<file path="src/rtl/clk_switch_sequencer_pkg.sv">
// Shared clock-mode encodings and the DVFS switch sequencer state type.
// Pure declarations plus one mode-legalisation helper; no logic or latency of its own.
package clk_switch_sequencer_pkg;

  typedef logic [1:0] clk_mode_t;

  localparam clk_mode_t CLK_MODE_FAST    = 2'b00;
  localparam clk_mode_t CLK_MODE_SLOW    = 2'b01;
  localparam clk_mode_t CLK_MODE_NOMINAL = 2'b10;

  typedef enum logic [2:0] {
    IDLE    = 3'd0,
    QUIESCE = 3'd1,
    SWITCH  = 3'd2,
    SETTLE  = 3'd3,
    DONE    = 3'd4
  } seq_state_t;

  // The unused encoding 2'b11 is treated as a request for nominal.
  function automatic clk_mode_t legal_mode(input logic [1:0] req);
    return (req == 2'b11) ? CLK_MODE_NOMINAL : clk_mode_t'(req);
  endfunction

endpackage

</file>
<file path="src/rtl/clk_reset_sync.sv">
// Async-assert / sync-deassert reset for tile logic in the clk_out domain.
// rst_out falls on the 2nd clk_out posedge after clk_reset falls; no handshake.
module clk_reset_sync (
  input  logic clk_out,
  input  logic clk_reset,
  output logic rst_out
);

  logic [1:0] r_sync;

  always_ff @(posedge clk_out or posedge clk_reset) begin
    if (clk_reset) begin
      r_sync <= 2'b11;
    end else begin
      r_sync <= {r_sync[0], 1'b0};
    end
  end

  assign rst_out = r_sync[1];

endmodule

</file>
<file path="src/rtl/clk_switch_sequencer.sv">
// Sequences a glitch-safe DVFS clock change: stall tile, drive switcher, settle, acknowledge.
// Mode change takes 12 cycles at defaults (same-mode: 1); one request at a time, req_rdy low while busy.
module clk_switch_sequencer
  import clk_switch_sequencer_pkg::*;
#(
  parameter int unsigned QUIESCE_CYCLES = 2,
  parameter int unsigned SWITCH_HOLD    = 5,
  parameter int unsigned SETTLE_CYCLES  = 4,
  parameter int unsigned CNT_W          = 4
) (
  input  logic       clk_out,
  input  logic       clk_reset,
  output logic       rst_out,
  input  logic       req_val,
  output logic       req_rdy,
  input  logic [1:0] req_msg,
  output logic       resp_val,
  output logic       stall,
  input  logic       idle,
  output logic       switch_val,
  input  logic       switch_rdy,
  output logic [1:0] switch_msg,
  output logic [1:0] cur_mode,
  output logic       busy
);

  if ((QUIESCE_CYCLES < 1) || (QUIESCE_CYCLES >= (1 << CNT_W)) ||
      (SWITCH_HOLD    < 1) || (SWITCH_HOLD    >= (1 << CNT_W)) ||
      (SETTLE_CYCLES  < 1) || (SETTLE_CYCLES  >= (1 << CNT_W))) begin : g_param_check
    $error("clk_switch_sequencer: cycle parameters must be in 1 .. 2**CNT_W-1");
  end

  localparam logic [CNT_W-1:0] QUIESCE_LAST = CNT_W'(QUIESCE_CYCLES - 1);
  localparam logic [CNT_W-1:0] SWITCH_LAST  = CNT_W'(SWITCH_HOLD - 1);
  localparam logic [CNT_W-1:0] SETTLE_LAST  = CNT_W'(SETTLE_CYCLES - 1);
  localparam logic [CNT_W-1:0] CNT_ONE      = CNT_W'(1);
  localparam logic [CNT_W-1:0] CNT_MAX      = '1;

  seq_state_t       r_state;
  seq_state_t       w_state_nxt;
  logic [CNT_W-1:0] r_cnt;
  clk_mode_t        r_target;
  clk_mode_t        r_cur_mode;
  clk_mode_t        r_switch_msg;
  clk_mode_t        w_req_mode;
  logic             w_accept;
  logic             w_sw_fire;
  logic             w_cnt_inc;

  clk_reset_sync u_rst_sync (
    .clk_out   (clk_out),
    .clk_reset (clk_reset),
    .rst_out   (rst_out)
  );

  assign w_req_mode = legal_mode(req_msg);
  assign w_accept   = req_val & req_rdy;
  assign w_sw_fire  = switch_val & switch_rdy;
  assign w_cnt_inc  = (r_state == QUIESCE) || (r_state == SETTLE) ||
                      ((r_state == SWITCH) && w_sw_fire);

  always_ff @(posedge clk_out or posedge clk_reset) begin
    if (clk_reset) begin
      r_state <= IDLE;
    end else begin
      r_state <= w_state_nxt;
    end
  end

  always_comb begin
    w_state_nxt = r_state;
    unique case (r_state)
      IDLE:    if (w_accept) w_state_nxt = (w_req_mode == r_cur_mode) ? DONE : QUIESCE;
      QUIESCE: if ((r_cnt >= QUIESCE_LAST) && idle) w_state_nxt = SWITCH;
      SWITCH:  if (w_sw_fire && (r_cnt == SWITCH_LAST)) w_state_nxt = SETTLE;
      SETTLE:  if (r_cnt == SETTLE_LAST) w_state_nxt = DONE;
      DONE:    w_state_nxt = IDLE;
      default: w_state_nxt = IDLE;
    endcase
  end

  always_comb begin
    req_rdy    = (r_state == IDLE) & ~rst_out;
    resp_val   = 1'b0;
    stall      = 1'b0;
    switch_val = 1'b0;
    busy       = (r_state != IDLE);
    switch_msg = r_switch_msg;
    cur_mode   = r_cur_mode;
    unique case (r_state)
      QUIESCE: stall = 1'b1;
      SWITCH: begin
        stall      = 1'b1;
        switch_val = 1'b1;
      end
      SETTLE:  stall = 1'b1;
      DONE:    resp_val = 1'b1;
      default: ;
    endcase
  end

  // Counter restarts on every state change and saturates rather than wrapping.
  always_ff @(posedge clk_out or posedge clk_reset) begin
    if (clk_reset) begin
      r_cnt <= '0;
    end else if (w_state_nxt != r_state) begin
      r_cnt <= '0;
    end else if (w_cnt_inc && (r_cnt != CNT_MAX)) begin
      r_cnt <= r_cnt + CNT_ONE;
    end
  end

  // cur_mode flips as DONE is entered so it is valid alongside resp_val.
  always_ff @(posedge clk_out or posedge clk_reset) begin
    if (clk_reset) begin
      r_target     <= CLK_MODE_NOMINAL;
      r_cur_mode   <= CLK_MODE_NOMINAL;
      r_switch_msg <= CLK_MODE_NOMINAL;
    end else begin
      if (w_accept) begin
        r_target <= w_req_mode;
      end
      if ((w_state_nxt == SWITCH) && (r_state != SWITCH)) begin
        r_switch_msg <= r_target;
      end
      if ((w_state_nxt == DONE) && (r_state != DONE)) begin
        r_cur_mode <= (r_state == IDLE) ? w_req_mode : r_target;
      end
    end
  end

endmodule

</file>
<file path="config.mk">
export PLATFORM = sky130hd
export DESIGN_NAME = clk_switch_sequencer
export DESIGN_NICKNAME = d
export VERILOG_FILES = /design/src/rtl/clk_switch_sequencer_pkg.sv /design/src/rtl/clk_reset_sync.sv /design/src/rtl/clk_switch_sequencer.sv
export SDC_FILE = /design/constraint.sdc
export NUM_CORES = 1
export LEC_CHECK = 0
export BUFFER_PORTS_ARGS = -buffer_cell sky130_fd_sc_hd__buf_2
export CORE_MARGIN = 2
export CORE_UTILIZATION = 25
export CTS_CLUSTER_DIAMETER = 60
export DETAILED_ROUTE_END_ITERATION = 10
export PLACE_DENSITY_LB_ADDON = 0.25
export SYNTH_ARGS = -nofsm -noshare
export SYNTH_HDL_FRONTEND = slang
export SYNTH_SLANG_ARGS = --single-unit
</file>
<file path="constraint.sdc">
create_clock -name clk_out -period 2.2 [get_ports clk_out]
set_input_delay 0.22 -clock clk_out [delete_from_list [all_inputs] [get_ports clk_out]]
set_output_delay 0.22 -clock clk_out [all_outputs]
set_load 0.02 [all_outputs]
</file>
; ---- Word-level counts from Yosys, hierarchy flattened
; Cells that the tools add are included.
[totals]
ff_bits = 15
latch_bits = 0
mem_bits_rw = 0
rom_bits = 0
in_bits = 7
out_inout_bits = 10
wordCells = 51
n_memories = 0
[op_classes]
n_addsub = 1
multipliers = 0
div = 0
order_cmp = 1
n_eq_ne = 14
shift = 0
mux = 13
bitwise = 4
reduce_logical = 12
[op_table]
columns = op, count
row1 = $mux 3, 5
row2 = $pmux 3 s4, 1
row3 = $eq 3x2->1 const B, 3
row4 = $mux 4, 2
row5 = $eq 3x3->1 const B, 2
row6 = $logic_and 1x1->1, 6
row7 = $add 4x1->4 const B, 1
row8 = $eq 4x2->1 const B, 1
row9 = $eq 4x3->1 const B, 1
row10 = $ge 4x1->1 const B, 1
row11 = $mux 2, 2
row12 = $ne 4x4->1 const B, 1
row13 = $and 1x1->1, 3
row14 = $eq 3x1->1 const B, 1
row15 = $logic_not 3->1, 1
row16 = $mux 1, 3
row17 = $ne 3x2->1 const B, 1
row18 = $ne 3x3->1, 1
row19 = $ne 3x3->1 const B, 1
row20 = $reduce_bool 3->1, 1
row21 = $reduce_or 3->1, 1
row22 = $eq 2x2->1, 1
row23 = $eq 2x2->1 const B, 1
row24 = $logic_or 1x1->1, 2
row25 = other kinds (2), 2

; ---- Depth between registers and ports, before layout
[logic_depth]
word_depth = 8
depth_mapped = 6
mapped_depth_nobuf = 6

; ---- Hierarchy
; Synthesis repeated with hierarchy kept, for this count alone.
[unflattened]
hier_cells = 85
area_unflattened_um2 = 884.6
[modules_own_cells]
columns = module, n_inst, cells_per_inst, area_each_um2, seq_area_each_um2
row1 = clk_switch_sequencer, 1, 81, 824.5, 329.1
row2 = clk_reset_sync, 1, 4, 60.1, 52.6

; ---- Least setup slack after synthesis
; Ideal clock, no wire load.
[synth_timing]
path_kind = flip-flop to flip-flop
startpoint = register r_cnt[1]
endpoint = register r_switch_msg[0], in the netlist switch_msg[0]
setup_time_ns = 0.128
t_arrival_ns = 1.488
required_ns = 2.072
slack_ns = 0.584
path_stages_with_launch = 7
n_path_buf = 0
period_less_slack_ns = 1.616
path_cell_list = dfrtp_1 > inv_1 > ha_1 > inv_1 > a311o_2 > nor3_4 > mux2_1
[synth_between]
elab_chain_cells = 6
elab_cells_between_ends = 11
cone_classes = order compare: 1 / eq/ne: 3 / mux: 4 / reduce/logical: 3
[synth_lines]
columns = element, line
row1 = "start, declared", clk_switch_sequencer.sv:41  ; logic [CNT_W-1:0] r_cnt;
row2 = "start signal, assigned", clk_switch_sequencer.sv:109  ; r_cnt <= r_cnt + CNT_ONE;
row3 = $ge 4x1->1 or $eq 4x3->1 (tied branches), "clk_switch_sequencer.sv:74, clk_switch_sequencer.sv:75"
row4 = $logic_and 1x1->1 (on tied branches), "clk_switch_sequencer.sv:74, clk_switch_sequencer.sv:75"
row5 = $mux 3 (on tied branches), "clk_switch_sequencer.sv:74, clk_switch_sequencer.sv:75"
row6 = $pmux 3 s4 (*), clk_switch_sequencer.sv:72  ; unique case (r_state)
row7 = $eq 3x2->1 (*), clk_switch_sequencer.sv:123  ; if ((w_state_nxt == SWITCH) && (r_state != SWITCH)) begin
row8 = $logic_and 1x1->1 (*), clk_switch_sequencer.sv:123
row9 = "end signal, assigned", clk_switch_sequencer.sv:124  ; r_switch_msg <= r_target;
row10 = "end, declared", clk_switch_sequencer.sv:44  ; clk_mode_t r_switch_msg;
; Mark *: on every way between the ends. The rest lies on a longest branch, timed or not.
; A chain may end at the register's enable or synchronous reset.

; ---- Worst setup path in the final report
[layout_timing]
startpoint = register r_state[1]
endpoint = output port req_rdy
[layout_between]
elab_chain_cells = 2
[layout_lines]
columns = element, line
row1 = "start, declared", clk_switch_sequencer.sv:39  ; seq_state_t r_state;
row2 = "start signal, assigned", clk_switch_sequencer.sv:66  ; r_state <= w_state_nxt;
row3 = $logic_not 3->1, clk_switch_sequencer.sv:83  ; req_rdy = (r_state == IDLE) & ~rst_out;
row4 = $and 1x1->1, clk_switch_sequencer.sv:83
row5 = "end, declared", clk_switch_sequencer.sv:15  ; output logic req_rdy,
; Every way passes these cells.

==> impl_metrics.ini <==
[sta]
setup_viol = 0
period_needed_ps = 1760
setup-tns-final_ps = 0
finalMaxSlewViolations = 0
rsz0062_at_grt = false
max_freq_mhz = 567
period_share_pct = 80.1
whs_ps = -26.4
hold_viol = 10
relSlewSlack_pct = 61.3
tightest_slew_ps = 579
clock_skew_ps = 4.08

[worst_setup_path]
max_stage_delay_ps = 530
critical-path-top-delay-family = flip-flops
r2r_start = r_cnt[1]
cp-start-kind = flip-flop
path_buf_inv = 2
worstPathMaxFanout = 9
cp.arrival_ps = 1540
r2r_cells = 6
critical_path_required_ps = 1980
reg2reg_to = switch_msg[0]
ff2ff_setup_slack_ps = 490
crit_chain = nor3_2 > inv_1 > nor2_1 > buf_2
cp_slowest_cell = dfrtp_1
worst-setup-path-type = reg2out
endpoint_kind = output pin

[logic_synthesis]
netlist_instances = 84
synthesis.nets = 94
synthFlopType = dfrtp_1
mappedNetlistArea_um2 = 912
async_flop_share_pct = 100
synth_edf_count = 0
syn_avg_cell_area_um2 = 10.9
yosysWarnings = 0
yosysSeqAreaShare_pct = 41.8
yosysUniqueCellTypes = 32
synth-seq-cells = 15

[routing]
antenna_left = 0
avgRoutedWirePerCell_um = 11.7
drt_iter0_markers = 23
vias = 649
drtPass1Iterations = 4
via_per_inst = 4.36
route.detailed.drc = 0
wirelength_um = 1740

[place]
placed_cell_area_mm2 = 0.00105
dp_cells = 145
io_buffers = 16
gp_congestion = 0.743
hpwl_um = 1350

[global_routing]
grt_antenna_before_repair = 0
grt_pass1_wl_um = 3190
grt_max_degree = 16
overflow = 0
track_usage_pct = 10.0
grt_pass1_vias = 674

[outcome]
violations = hold timing
outcome = complete, but fails checks

[pwr]
static-leakage-power_nw = 0.475
peakVddDrop_v = 0.000220
powerDensity_mw_per_mm2 = 1320

[layout]
fin_util_pct = 31.5
fillers = 366
syn_to_final_growth_pct = 17.8
final_cell_area_mm2 = 0.00107
drive_gt1_share_pct = 39.8
antennaDiodeCount = 0
fin_nets = 114
instances_no_fill = 149

[clocking]
htree_levels = 1
clock-sinks = 15
cts_setup_buffers = 0
cts_tree = yes
cts.repair.resized = 0
clock_path_buffers = 2
cts_buffers = 3
clkTransAtPathRegs_ps = 100
clk_root_buffer_cell = clkbuf_4
holdBufCountCts = 0
insertion_delay_ps = 290

[floorplanning]
initial_core_util_pct = 26.7
die-area_mm2 = 0.00415
die_y_um = 64.4
chipWidth_um = 64.4
ios = 17
core-area_mm2 = 0.00342
rows = 21

[min_path]
hold_path.class = in2async

[run]
max_cap_violations = 0
-- cells in the final DEF, fill, tap and decap left out --
cell and count:
a311oi_1 1, mux2_2 2, buf_4 1, a21oi_2 1
buf_2 16, mux2i_1 1, and4b_1 1, nand3b_2 1
o32ai_4 1, a2bb2oi_1 2, nor3_1 1, dfrtp_1 10
a2111oi_4 1, clkbuf_4 3, clkinv_2 1, a211oi_2 2
a31oi_4 1, nand2b_1 1, nand2_1 8, inv_1 6
mux2_4 2, dfstp_2 5, conb_1 1, and2_1 1
nor3_4 1, ha_1 3, nor3b_1 3, nor2b_1 3
nor3_2 1, xnor2_1 2, nor2_1 11, a311o_2 1
mux2_1 2, nand3_1 5, inv_2 1
-- synth_stat cells (2+ instances only) --
cell	count	share of area, %
mux2_4	2	3.3
nor2b_1	3	2.1
nor2_1	11	4.5
ha_1	3	4.1
mux2_1	2	2.5
buf_2	2	1.1
a2bb2oi_1	2	1.9
inv_1	6	2.5
nand2_1	8	3.3
xnor2_1	2	1.9
dfrtp_1	10	27
nand3_1	5	2.7
nor3b_1	3	2.5
mux2_2	2	2.5
dfstp_2	5	14
a211oi_2	2	2.7
-- power by group --
part           switching (mW)  internal, mW
clock                  0.0941        0.0676
sequential              0.145         0.399
combinational           0.401         0.313
-- flip-flops by register name, indices dropped and copies added, names as in the netlist --
| register | count |
|---|---|
| switch_msg | 2 |
| r_cnt | 4 |
| u_rst_sync.r_sync | 2 |
| r_target | 2 |
| cur_mode | 2 |
| r_state | 3 |
-- stage by stage --
| step | power [mW] | hold slack, ps | setup WS, ps |
|---|---|---|---|
| 6_report | 1.42 | -26.4 | 438 |
| 5_1_grt | 1.55 | 23.4 | 295 |
| 4_1_cts | 1.44 | 4.71 | 413 |
| 3_5_place_dp | 1.27 | 329 | 487 |
| 3_3_place_gp | 1.26 | 317 | 502 |
| 2_1_floorplan | 1.09 | 118 | 584 |
-- per-layer routing --
metal / GRT usage (%) / vias to the layer above / wire length (um)
met5: 0 / - / 0
li1: - / 328 / -
met2: 16.0 / 10 / 860
met4: 6.38 / 0 / 36
met1: 12.4 / 307 / 802
met3: 1.76 / 4 / 43
-- how the worst max path moves through the flow --
stage,startpoint,to,slack [ps],cells after the start
final,r_state[1],req_rdy,440,4
after global routing,r_state[1],req_rdy,290,4
after CTS,r_state[0],req_rdy,410,4
after detailed placement,r_cnt[1],switch_msg[0],490,6
after global placement,r_cnt[1],switch_msg[0],500,6
after floorplan,r_cnt[1],switch_msg[0],580,6
-- kinds of logic (layout without fill, tap and decap cells) --
| group | after synthesis | after routing | synth area share (%) |
|---|---|---|---|
| xor gates and xnor gates | 2 | 2 | 1.92 |
| buffers and inverters | 9 | 28 | 3.98 |
| AOI/OAI and AO/OA | 10 | 10 | 16.2 |
| muxes | 7 | 7 | 9.33 |
| other | 1 | 1 | 0.411 |
| adders and majority gates | 3 | 3 | 4.12 |
| and+or+nand+nor | 37 | 37 | 22.2 |
| DFF | 15 | 15 | 41.8 |
-- layout make-up --
| class | instances | area [um2] | share of cell area [%] |
|---|---|---|---|
| clock buffers | 3 | 22.5 | 2.10 |
| clock inverters | 1 | 5.00 | 0.466 |
| inverters | 7 | 26.3 | 2.44 |
| multi-input cells | 60 | 494 | 46.0 |
| flip-flops and latches | 15 | 382 | 35.5 |
| well taps | 46 | 57.6 | 5.36 |
| repair buffers | 17 | 87.6 | 8.15 |
(Power assumes the default switching activity.)
